### config.mk
export PLATFORM = sky130hd
export DESIGN_NAME = rr_arbiter_8
export DESIGN_NICKNAME = d
export VERILOG_FILES = /design/src/rtl/arb_pkg.sv /design/src/rtl/decoder_3to8.sv /design/src/rtl/rr_arbiter_8.sv
export SDC_FILE = /design/constraint.sdc
export NUM_CORES = 1
export LEC_CHECK = 0
export CAP_MARGIN = 20
export CORE_MARGIN = 1.5
export CORE_UTILIZATION = 30
export CTS_CLUSTER_SIZE = 24
export DETAILED_ROUTE_END_ITERATION = 7
export PLACE_DENSITY_LB_ADDON = 0.05
export SLEW_MARGIN = 20
export SYNTH_ARGS = -nofsm -noshare
export SYNTH_HDL_FRONTEND = slang
export SYNTH_SLANG_ARGS = --single-unit
### constraint.sdc
create_clock -name clk -period 8.3 [get_ports clk]
set_input_delay 1.66 -clock clk [delete_from_list [all_inputs] [get_ports clk]]
set_output_delay 1.66 -clock clk [all_outputs]
set_load 0.05 [all_outputs]
### src/rtl/arb_pkg.sv
// Shared constants, state type and round-robin search for the 8-way arbiter.
// The search rotates the request vector so the favoured index sits at bit 0, then priority-encodes.
package arb_pkg;

  localparam int N_REQ = 8;
  localparam int IDX_W = 3;

  typedef enum logic {
    IDLE  = 1'b0,
    GRANT = 1'b1
  } arb_state_t;

  // First set bit at or after (last+1) mod N_REQ, wrapping upward.
  // If req is zero the result is the start index; callers only use it when req is non-zero.
  function automatic logic [IDX_W-1:0] rr_pick(input logic [N_REQ-1:0] req,
                                               input logic [IDX_W-1:0] last);
    logic [IDX_W-1:0]   start;
    logic [2*N_REQ-1:0] dbl;
    logic [N_REQ-1:0]   rot;
    logic [IDX_W-1:0]   off;
    logic               found;
    start = last + IDX_W'(1);
    dbl   = {req, req} >> start;
    rot   = dbl[N_REQ-1:0];
    off   = '0;
    found = 1'b0;
    for (int j = 0; j < N_REQ; j++) begin
      if (!found && rot[j]) begin
        off   = IDX_W'(j);
        found = 1'b1;
      end
    end
    return start + off;
  endfunction

endpackage

### src/rtl/decoder_3to8.sv
// 3-to-8 one-hot decoder with enable.
// Latency: combinational. Backpressure: none.
// Output is all zeros while enable is low.
module decoder_3to8 (
  input  logic [2:0] in,
  input  logic       enable,
  output logic [7:0] out
);

  always_comb begin
    out = 8'h00;
    if (enable) out[in] = 1'b1;
  end

endmodule

### src/rtl/rr_arbiter_8.sv
// Eight-requester round-robin arbiter with grant hold and hold-time watchdog.
// Latency: request to grant 1 cycle; one idle cycle between tenures.
// Backpressure: owner holds until rel, drops its req, or the watchdog revokes after MAX_HOLD cycles.
module rr_arbiter_8
  import arb_pkg::*;
#(
  parameter int MAX_HOLD = 16,
  parameter int CNT_W    = 8
) (
  input  logic             clk,
  input  logic             rst,
  input  logic [N_REQ-1:0] req,
  input  logic             rel,   // release pulse; "release" is a reserved word
  output logic             grant_valid,
  output logic [IDX_W-1:0] grant_idx,
  output logic [N_REQ-1:0] grant,
  output logic             timeout
);

  arb_state_t       state;
  logic [IDX_W-1:0] last_idx;
  logic [CNT_W-1:0] hold_cnt;

  always_ff @(posedge clk) begin
    if (rst) begin
      state       <= IDLE;
      grant_valid <= 1'b0;
      grant_idx   <= '0;
      timeout     <= 1'b0;
      last_idx    <= IDX_W'(N_REQ - 1);
      hold_cnt    <= '0;
    end else begin
      timeout <= 1'b0;
      case (state)
        IDLE: begin
          if (req != '0) begin
            grant_idx   <= rr_pick(req, last_idx);
            grant_valid <= 1'b1;
            hold_cnt    <= '0;
            state       <= GRANT;
          end
        end
        GRANT: begin
          // Release and owner-drop are one event; the watchdog only fires if neither occurred.
          if (rel || !req[grant_idx]) begin
            grant_valid <= 1'b0;
            last_idx    <= grant_idx;
            state       <= IDLE;
          end else if (hold_cnt == CNT_W'(MAX_HOLD - 1)) begin
            grant_valid <= 1'b0;
            last_idx    <= grant_idx;
            timeout     <= 1'b1;
            state       <= IDLE;
          end else if (hold_cnt != '1) begin
            hold_cnt <= hold_cnt + CNT_W'(1);
          end
        end
        default: state <= IDLE;
      endcase
    end
  end

  decoder_3to8 u_dec (
    .in     (grant_idx),
    .enable (grant_valid),
    .out    (grant)
  );

endmodule

* Yosys cells after proc, flatten, opt, wreduce, memory -nomap -nowiden
Cells that the tools add are included.
Cells by class: bitwise gates (word level) 1, eq/ne operators 7, reduce and logical (&&, ||, !) cells 24, shift operators 1, multiplexer cells 59, add/subtract/negate cells 3, $lt $le $gt $ge 2
Operators with widths (count):
- 2-to-1 mux 8 bit | 5
- 2-to-1 mux 1 bit | 38
- 2-to-1 mux 3 bit | 11
- one-hot mux 8 bit (2 select lines) | 1
- >> shifter 16 x 3 -> 8 bit | 1
- adder 8 x 1 -> 8 bit, second input constant | 1
- equality test 8 x 4 -> 1 bit, second input constant | 1
- logical AND 1 bit | 8
- zero test 1 bit | 8
- != test 8 bit, second input constant | 1
- nonzero test 8 bit | 1
- != test 2 bit, second input constant | 3
- AND reduction 2 bit | 3
- less-than comparator 3 x 4 -> 1 bit, second input constant | 1
- one-hot mux 1 bit (2 select lines) | 2
- AND reduction 4 bit | 1
- adder 3 x 1 -> 3 bit, second input constant | 1
- adder 3 bit | 1
- binary-select mux 1 bit (select 3 bit) | 1
- demux 1 bit (select 3 bit) | 1
- greater-or-equal comparator 3 x 1 -> 1 bit, second input constant | 1
- != test 3 x 1 -> 1 bit, second input constant | 1
- OR reduction 3 bit | 1
- != test 2 x 1 -> 1 bit, second input constant | 1
- 3 further kinds | 3
Word-level totals: logic and storage cells 103, output and inout bits 13, flip-flop bits (word level) 17

* Longest topological paths before layout
Gate-level depths: netlist of run 1.
word-level depth 49, mapped depth 15, gate-level depth less buffers 13

* Modules after synthesis
Synthesis of run 1 repeated with hierarchy kept, for this count alone.
Second synthesis, totals: cell total of the unflattened synthesis 153, area total of the unflattened synthesis 1448.9 sq um
By module, submodules not included:
- rr_arbiter_8 | times used 1, seq. area each 340.3 sq um, area each 1352.5 sq um, cells an instance 145
- decoder_3to8 | times used 1, seq. area each 0.0 sq um, area each 96.3 sq um, cells an instance 8

* Worst setup path after synthesis of run 1
No wires, ideal clock.
kind in2reg, start in req[1], end reg grant_idx[2], stages on the path 12, arrival 3.927 ns, buffers on the path 1, setup slack 4.255 ns, data required time 8.182 ns, path through buf_2 or4b_2 a21oi_1 a21boi_0 o22ai_1 o21ai_0 ha_1 inv_1 fa_1 nand2b_1 a21oi_1 nor4_1
On the way: word-level cells in the longest chain between the ends 48, elaborated cells between the ends (all ways) 56, classes of those cells add/sub (1); shift (1); mux (38); reduce/logical (16)
RTL lines:
- from (decl) | line rr_arbiter_8.sv:12 | input logic [N_REQ-1:0] req,
- >> shifter 16 x 3 -> 8 bit | line arb_pkg.sv:23 | dbl = {req, req} >> start;
- 2-to-1 mux 1 bit | line arb_pkg.sv:28 | if (!found && rot[j]) begin
- 2-to-1 mux 1 bit | line rr_arbiter_8.sv:36 | if (req != '0) begin
- 2-to-1 mux 1 bit | line rr_arbiter_8.sv:34 | case (state)
- 2-to-1 mux 1 bit | line rr_arbiter_8.sv:25 | if (rst) begin
- zero test 1 bit | line arb_pkg.sv:28
- logical AND 1 bit | line arb_pkg.sv:28
- 2-to-1 mux 1 bit | line arb_pkg.sv:28
- [32 not listed]
- 2-to-1 mux 1 bit | line rr_arbiter_8.sv:25
- zero test 1 bit | line arb_pkg.sv:28
- logical AND 1 bit | line arb_pkg.sv:28
- 2-to-1 mux 3 bit | line arb_pkg.sv:28
- 2-to-1 mux 3 bit | line rr_arbiter_8.sv:36
- 2-to-1 mux 3 bit | line rr_arbiter_8.sv:34
- 2-to-1 mux 3 bit | line rr_arbiter_8.sv:25
- adder 3 bit | line arb_pkg.sv:33 | return start + off;
- to (signal assigned) | line rr_arbiter_8.sv:37 | grant_idx <= rr_pick(req, last_idx);
- to (decl) | line rr_arbiter_8.sv:15 | output logic [IDX_W-1:0] grant_idx,
Several ways; a longest one is shown, not always the timed one. The select of a mux whose other input is x is not followed. A chain may end at the register's enable or synchronous reset.

* Final worst setup path of run 1
start in req[4], end reg grant_idx[2]
The elaborated chain is that of the path after synthesis.

==> impl_metrics.toml, run 1 <==
[synthesis]
avgSynthCellArea_um2 = 7.70
async_reset_ff_frac = 0
synth-seq-cells = 17
synth_fp_nets = 206
synth_edf_count = 0
netlist_instances = 191
ys_seq_area_frac = 0.231
ys_types = 48
synth_area_mm2 = 0.00147
yosysWarnings = 0
synth_flop_cell = "dfxtp_1"

[cells_and_area]
drive_gt1_frac = 0.0966
n_antenna_cell = 0
synthToLayoutAreaGrowth_pct = 20.3
fillers = 497
num-nets-final = 223

[clock_tree]
cts_setup_buffers = 0
holdBufCountCts = 0
cts_tree = "yes"
clock-sinks = 17
ctsResizeCount = 0
cts.htree.levels = 1
cts_buffer_depth = 2
ctsRootBufferMaster = "clkbuf_8"
clkLatencyLatePin_ns = 0.25
clk_pin_slew_ns = 0.07
cts_buffers = 3

[worst_setup_path]
r2r-start = "last_idx[0]"
cp.arrival_ns = 4.58
worst_setup_path_end_kind = "register"
critical_path_class = "input port to register"
crit_path_start_kind = "input port"
worstSetupStartpoint = "req[4]"
cp-endpoint = "grant_idx[2]"
worstPathRequired_ns = 8.42
r2r_end = "grant_idx[2]"
crit_fanout = 8
rrSetupSlack_ns = 4.37
r2r_cells = 13

[sta]
min_period_ns = 4.46
drv_slew = 0
timing.hold.ws_ns = 0.482
tightest_slew_ns = 0.685
fmax_ghz = 0.224
finalSetupViolations = 0
skew_ns = 0.00573
setup-tns-final_ns = 0
period_share = 0.537
rsz0062_at_grt = "false"
finalHoldViolations = 0
relSlewSlack = 0.543

[hold_path]
hp-class = "register to register"

[global_route]
grt_pass1_wl_um = 6420
gr-total-overflow = 0
grt_antenna_before_repair = 0
grt_pass1_vias = 1418
grt_max_degree = 20
grt_usage = 0.152

[routing]
drtPass1Iterations = 4
drc = 0
drtIter0Drc = 57
wire_per_inst_um = 13.7
routed_wl_um = 3760
vias = 1446
via_per_inst = 5.28
antenna_left = 0

[floorplan]
fp.coreArea_mm2 = 0.00472
die_w_um = 73.0
chipHeight_um = 73.0
start_util = 0.311
io_pins = 24
num_rows = 25
die_area_mm2 = 0.00533

[run]
maxCapViolations = 0

[placement]
gp_congestion = 0.882
portBuffers = 23
hpwl_um = 3020

[pwr]
leakagePower_uw = 0.000587
p_total_uw = 381
vdd_drop_max_mv = 0.120
p_per_area_mw_per_mm2 = 215

[outcome]
status = "completed"
[Yosys cell counts, types with 2 or more instances]
library cell,number,share of area
a21oi_1,17,0.058
dfxtp_1,17,0.23
nand2_1,17,0.043
o21ai_0,17,0.058
nor2_1,16,0.041
mux2i_1,11,0.075
inv_1,8,0.020
nand3_1,6,0.020
or3_1,6,0.026
mux2_2,5,0.038
nand2b_1,5,0.021
nor4_1,5,0.021
buf_2,4,0.014
clkbuf_1,4,0.010
nor3_1,4,0.014
or2_2,4,0.017
a211o_1,3,0.018
and2_1,3,0.013
ha_1,3,0.026
o211ai_1,3,0.015
a211oi_1,2,0.010
a31oi_1,2,0.0085
buf_6,2,0.015
mux4_2,2,0.031
nand3b_1,2,0.010
[cells by family (layout without fill, tap and decap cells)]
logic type / after synthesis / count (layout) / synth area share
multiplexers: 18 / 18 / 0.144
flip-flops: 17 / 17 / 0.231
XOR/XNOR: 2 / 2 / 0.0119
AND/OR/NAND/NOR: 75 / 75 / 0.268
AO/OA/AOI/OAI: 56 / 56 / 0.243
buffers and inverters: 19 / 35 / 0.0621
adder cells (fa/ha/maj): 4 / 4 / 0.0392
[state kept, by name, summed over array words and instances, names as in the netlist]
register and flops:
grant_idx 3, last_idx 3, timeout 1, grant_valid 1, hold_cnt 8, state 1
[cell usage in the layout (no fill, tap or decap), types with 5 or more instances in the layout]
master           synthesis  routed
nand2_1                 17      17
nand3_1                  6       6
nor4_1                   5       5
o21ai_0                 17      17
clkdlybuf4s50_1          0      23
nand2b_1                 5       5
dfxtp_1                 17      17
or3_1                    6       6
nor2_1                  16      16
mux2_2                   5       5
mux2i_1                 11      11
a21oi_1                 17      17
inv_1                    8       8
[power breakdown]
part           switching (uW)  internal [uW]
Combinational             120           86.7
Sequential               21.2           90.8
Clock                    28.8           33.3
Total                     170            211
[metrics by stage]
step / area, um^2 / setup slack, ns / instances / util
after floorplan: 1470 / 4.25 / 191 / -
after global placement: 1720 / 3.66 / 270 / 0.365
after detailed placement: 1720 / 3.59 / 270 / 0.365
after CTS: 1770 / 3.84 / 274 / 0.375
after global routing: 1770 / 3.60 / 274 / 0.375
final: 1770 / 3.84 / 274 / 0.375
[how the worst min path moves through the flow]
stage	startpoint	to	slack, ns	cells past startpoint
floorplan	hold_cnt[1]	hold_cnt[1]	0.45	2
global placement	hold_cnt[1]	hold_cnt[1]	0.46	2
detailed placement	hold_cnt[1]	hold_cnt[1]	0.47	2
CTS	hold_cnt[1]	hold_cnt[1]	0.48	2
global route	hold_cnt[1]	hold_cnt[1]	0.52	2
finish	hold_cnt[1]	hold_cnt[1]	0.48	2
[cell type report]
| class | instances | area (um^2) | share of cell area |
|---|---|---|---|
| multi-input cells | 155 | 1040 | 0.587 |
| clock buffers | 3 | 41.3 | 0.0233 |
| well taps | 67 | 83.8 | 0.0474 |
| inverters | 8 | 30.0 | 0.0170 |
| repair buffers | 23 | 230 | 0.130 |
| clock inverters | 1 | 5.00 | 0.00283 |
| flip-flops and latches | 17 | 340 | 0.192 |
[worst max-delay path: stages]
cell and delay, ns:
clkdlybuf4s50_1 0.55, mux2i_1 0.54, nand2_1 0.11, a21o_1 0.22
a211oi_1 0.26, o221ai_1 0.16, o21ai_0 0.11, ha_1 0.16
inv_1 0.05, fa_1 0.39, nand2b_1 0.15, a21oi_1 0.14
nor4_1 0.07
[metal layers]
layer  global-route usage  vias up  part of all wire
met5                    0        -                 0
met4               0.0356        0            0.0082
met3               0.0359        6             0.043
met2                0.265       38              0.50
met1                0.188      671              0.45
li1                     -      731                 -
Note: power is estimated with default switching activity, not from simulation.
==> run 2: changes to the inputs <==
==> constraint.sdc (replaced) <==
create_clock -name clk -period 3.8 [get_ports clk]
set_input_delay 0.76 -clock clk [delete_from_list [all_inputs] [get_ports clk]]
set_output_delay 0.76 -clock clk [all_outputs]
set_load 0.05 [all_outputs]
==> run 2 against run 1 <==
  * Cell count rose by 2.9%
  * Cell area increased by 3.5%
  * Critical path depth is 2 lower
==> impl_metrics.toml, run 2 (synthesis results as in run 1) <==
[outcome]
status = "completed"

[cells_and_area]
synthToLayoutAreaGrowth_pct = 24.6
mostFrequentLayoutCells = "23 x clkdlybuf4s50_1, 17 x nand2_1, 17 x a21oi_1, 17 x o21ai_0, 17 x dfxtp_1"
fin_cells = 282
final_util = 0.388
reg_top3 = "hold_cnt x8, grant_idx x3, last_idx x3"
n_antenna_cell = 0
final_common_cell = "clkdlybuf4s50_1"
drive_gt1_frac = 0.135
largest_reg_flops = 8
num-nets-final = 231
regMostFlops = "hold_cnt"

[sta]
finalSetupViolations = 0
tightest_slew_ns = 0.528
finalHoldViolations = 0
drv_slew = 0
min_period_ns = 3.49
setup-tns-final_ns = 0
rsz0062_at_grt = "false"
relSlewSlack = 0.648
fmax_ghz = 0.287
period_share = 0.918
skew_ns = 0.00703

[placement]
dpl.cell_count = 278
hpwl_um = 3180
portBuffers = 23
gp_congestion = 0.923

[clock_tree]
ctsRootBufferMaster = "clkbuf_8"
cts_buffers = 3
cts_buffer_depth = 2
cts_setup_buffers = 0
cts.htree.levels = 1
clk_pin_slew_ns = 0.07
clkLatencyLatePin_ns = 0.25
clock-sinks = 17
cts_tree = "yes"

[global_route]
grt_pass1_vias = 1480
grt_usage = 0.164
grt_antenna_before_repair = 0
grt_pass1_wl_um = 6800
grt_max_degree = 20
gr-total-overflow = 0

[routing]
drtPass1Iterations = 4
drtIter0Drc = 61
drc = 0
via_per_inst = 5.37
antenna_left = 0
routed_wl_um = 4000
vias = 1515
wire_per_inst_um = 14.2

[hold_path]
holdPathStages = 2
min_from = "hold_cnt[1]"
hp-class = "register to register"
whs_endpoint = "hold_cnt[1]"

[floorplan]
io_pins = 24
start_util = 0.311
fp.coreArea_mm2 = 0.00472
chipHeight_um = 73.0
die_w_um = 73.0
num_rows = 25
die_area_mm2 = 0.00533

[worst_setup_path]
rrSetupSlack_ns = 0.45
r2r_end = "grant_idx[2]"
critical_path_class = "input port to register"
r2r_cells = 12
crit_path_start_kind = "input port"
r2r-start = "last_idx[1]"
worst_setup_path_end_kind = "register"
crit_fanout = 7
worstPathRequired_ns = 3.95
cp.arrival_ns = 3.64

[run]
maxCapViolations = 0

[pwr]
vdd_drop_max_mv = 0.253
p_per_area_mw_per_mm2 = 469
leakagePower_uw = 0.000624
## run 2: stage by stage
stage | hold WS, ns | worst slack (ns) | instance area, um^2 | power (uW)
floorplan | 0.449 | 0.655 | 1470 | 595
detailed placement | 0.469 | 0.0702 | 1780 | 724
global route | 0.519 | 0.00709 | 1830 | 921
CTS | 0.480 | 0.284 | 1830 | 861
global placement | 0.463 | 0.163 | 1780 | 715
finish | 0.476 | 0.312 | 1830 | 860
## run 2: layout make-up
cell class	instances	area, um^2
fillers	500	2890
multi-input cells	155	1040
flip-flops and latches	17	340
repair buffers	31	290
well taps	67	83.8
clock buffers	3	41.3
inverters	8	30.0
clock inverters	1	5.00
## run 2: how the worst max path moves through the flow
stage                            from  slack (ns)           end  depth (start not counted)
after floorplan                req[1]        0.65  grant_idx[2]                         12
after global placement         req[7]        0.16  grant_idx[2]                         12
after detailed placement       req[7]        0.07  grant_idx[2]                         11
after CTS                 last_idx[0]        0.28  grant_idx[2]                         11
after global routing           req[7]       0.007  grant_idx[2]                         11
final                          req[7]        0.31  grant_idx[2]                         11
## run 2: where the power goes
part / internal [uW] / switching (uW)
Combinational: 204 / 281
Sequential: 198 / 40.1
Clock: 72.7 / 64.2
Total: 475 / 385
## run 2: what timing repair did
item	in CTS	in global routing
resized for setup	0	1
hold buffers	0	0
endpoints found under the setup margin	0	1
## run 2: worst max-delay path, cell delays in order
cell and delay [ns]:
clkdlybuf4s50_1 0.50, or4b_2 0.65, a21oi_1 0.18, a21boi_0 0.25, o22ai_1 0.10, o21ai_0 0.18
ha_1 0.17, inv_1 0.05, fa_1 0.39, and4_1 0.16, nor4_1 0.24
## run 2: metal layers
metal  track usage  part of all wire  vias up
li1              -                 -      748
met1         0.203              0.44      722
met2         0.281              0.51       37
met3        0.0318             0.035        8
met4        0.0566             0.017        0
met5             0                 0        -
==> run 3: changes to the inputs <==
--- a/config.mk
+++ b/config.mk
@@ -11,6 +11,7 @@
 export CTS_CLUSTER_SIZE = 24
 export DETAILED_ROUTE_END_ITERATION = 7
 export PLACE_DENSITY_LB_ADDON = 0.05
+export SKIP_CTS_REPAIR_TIMING = 1
 export SLEW_MARGIN = 20
 export SYNTH_ARGS = -nofsm -noshare
 export SYNTH_HDL_FRONTEND = slang
==> results of run 3 <==
Same layout as run 2: the final DEF is identical, and so are final timing and power.
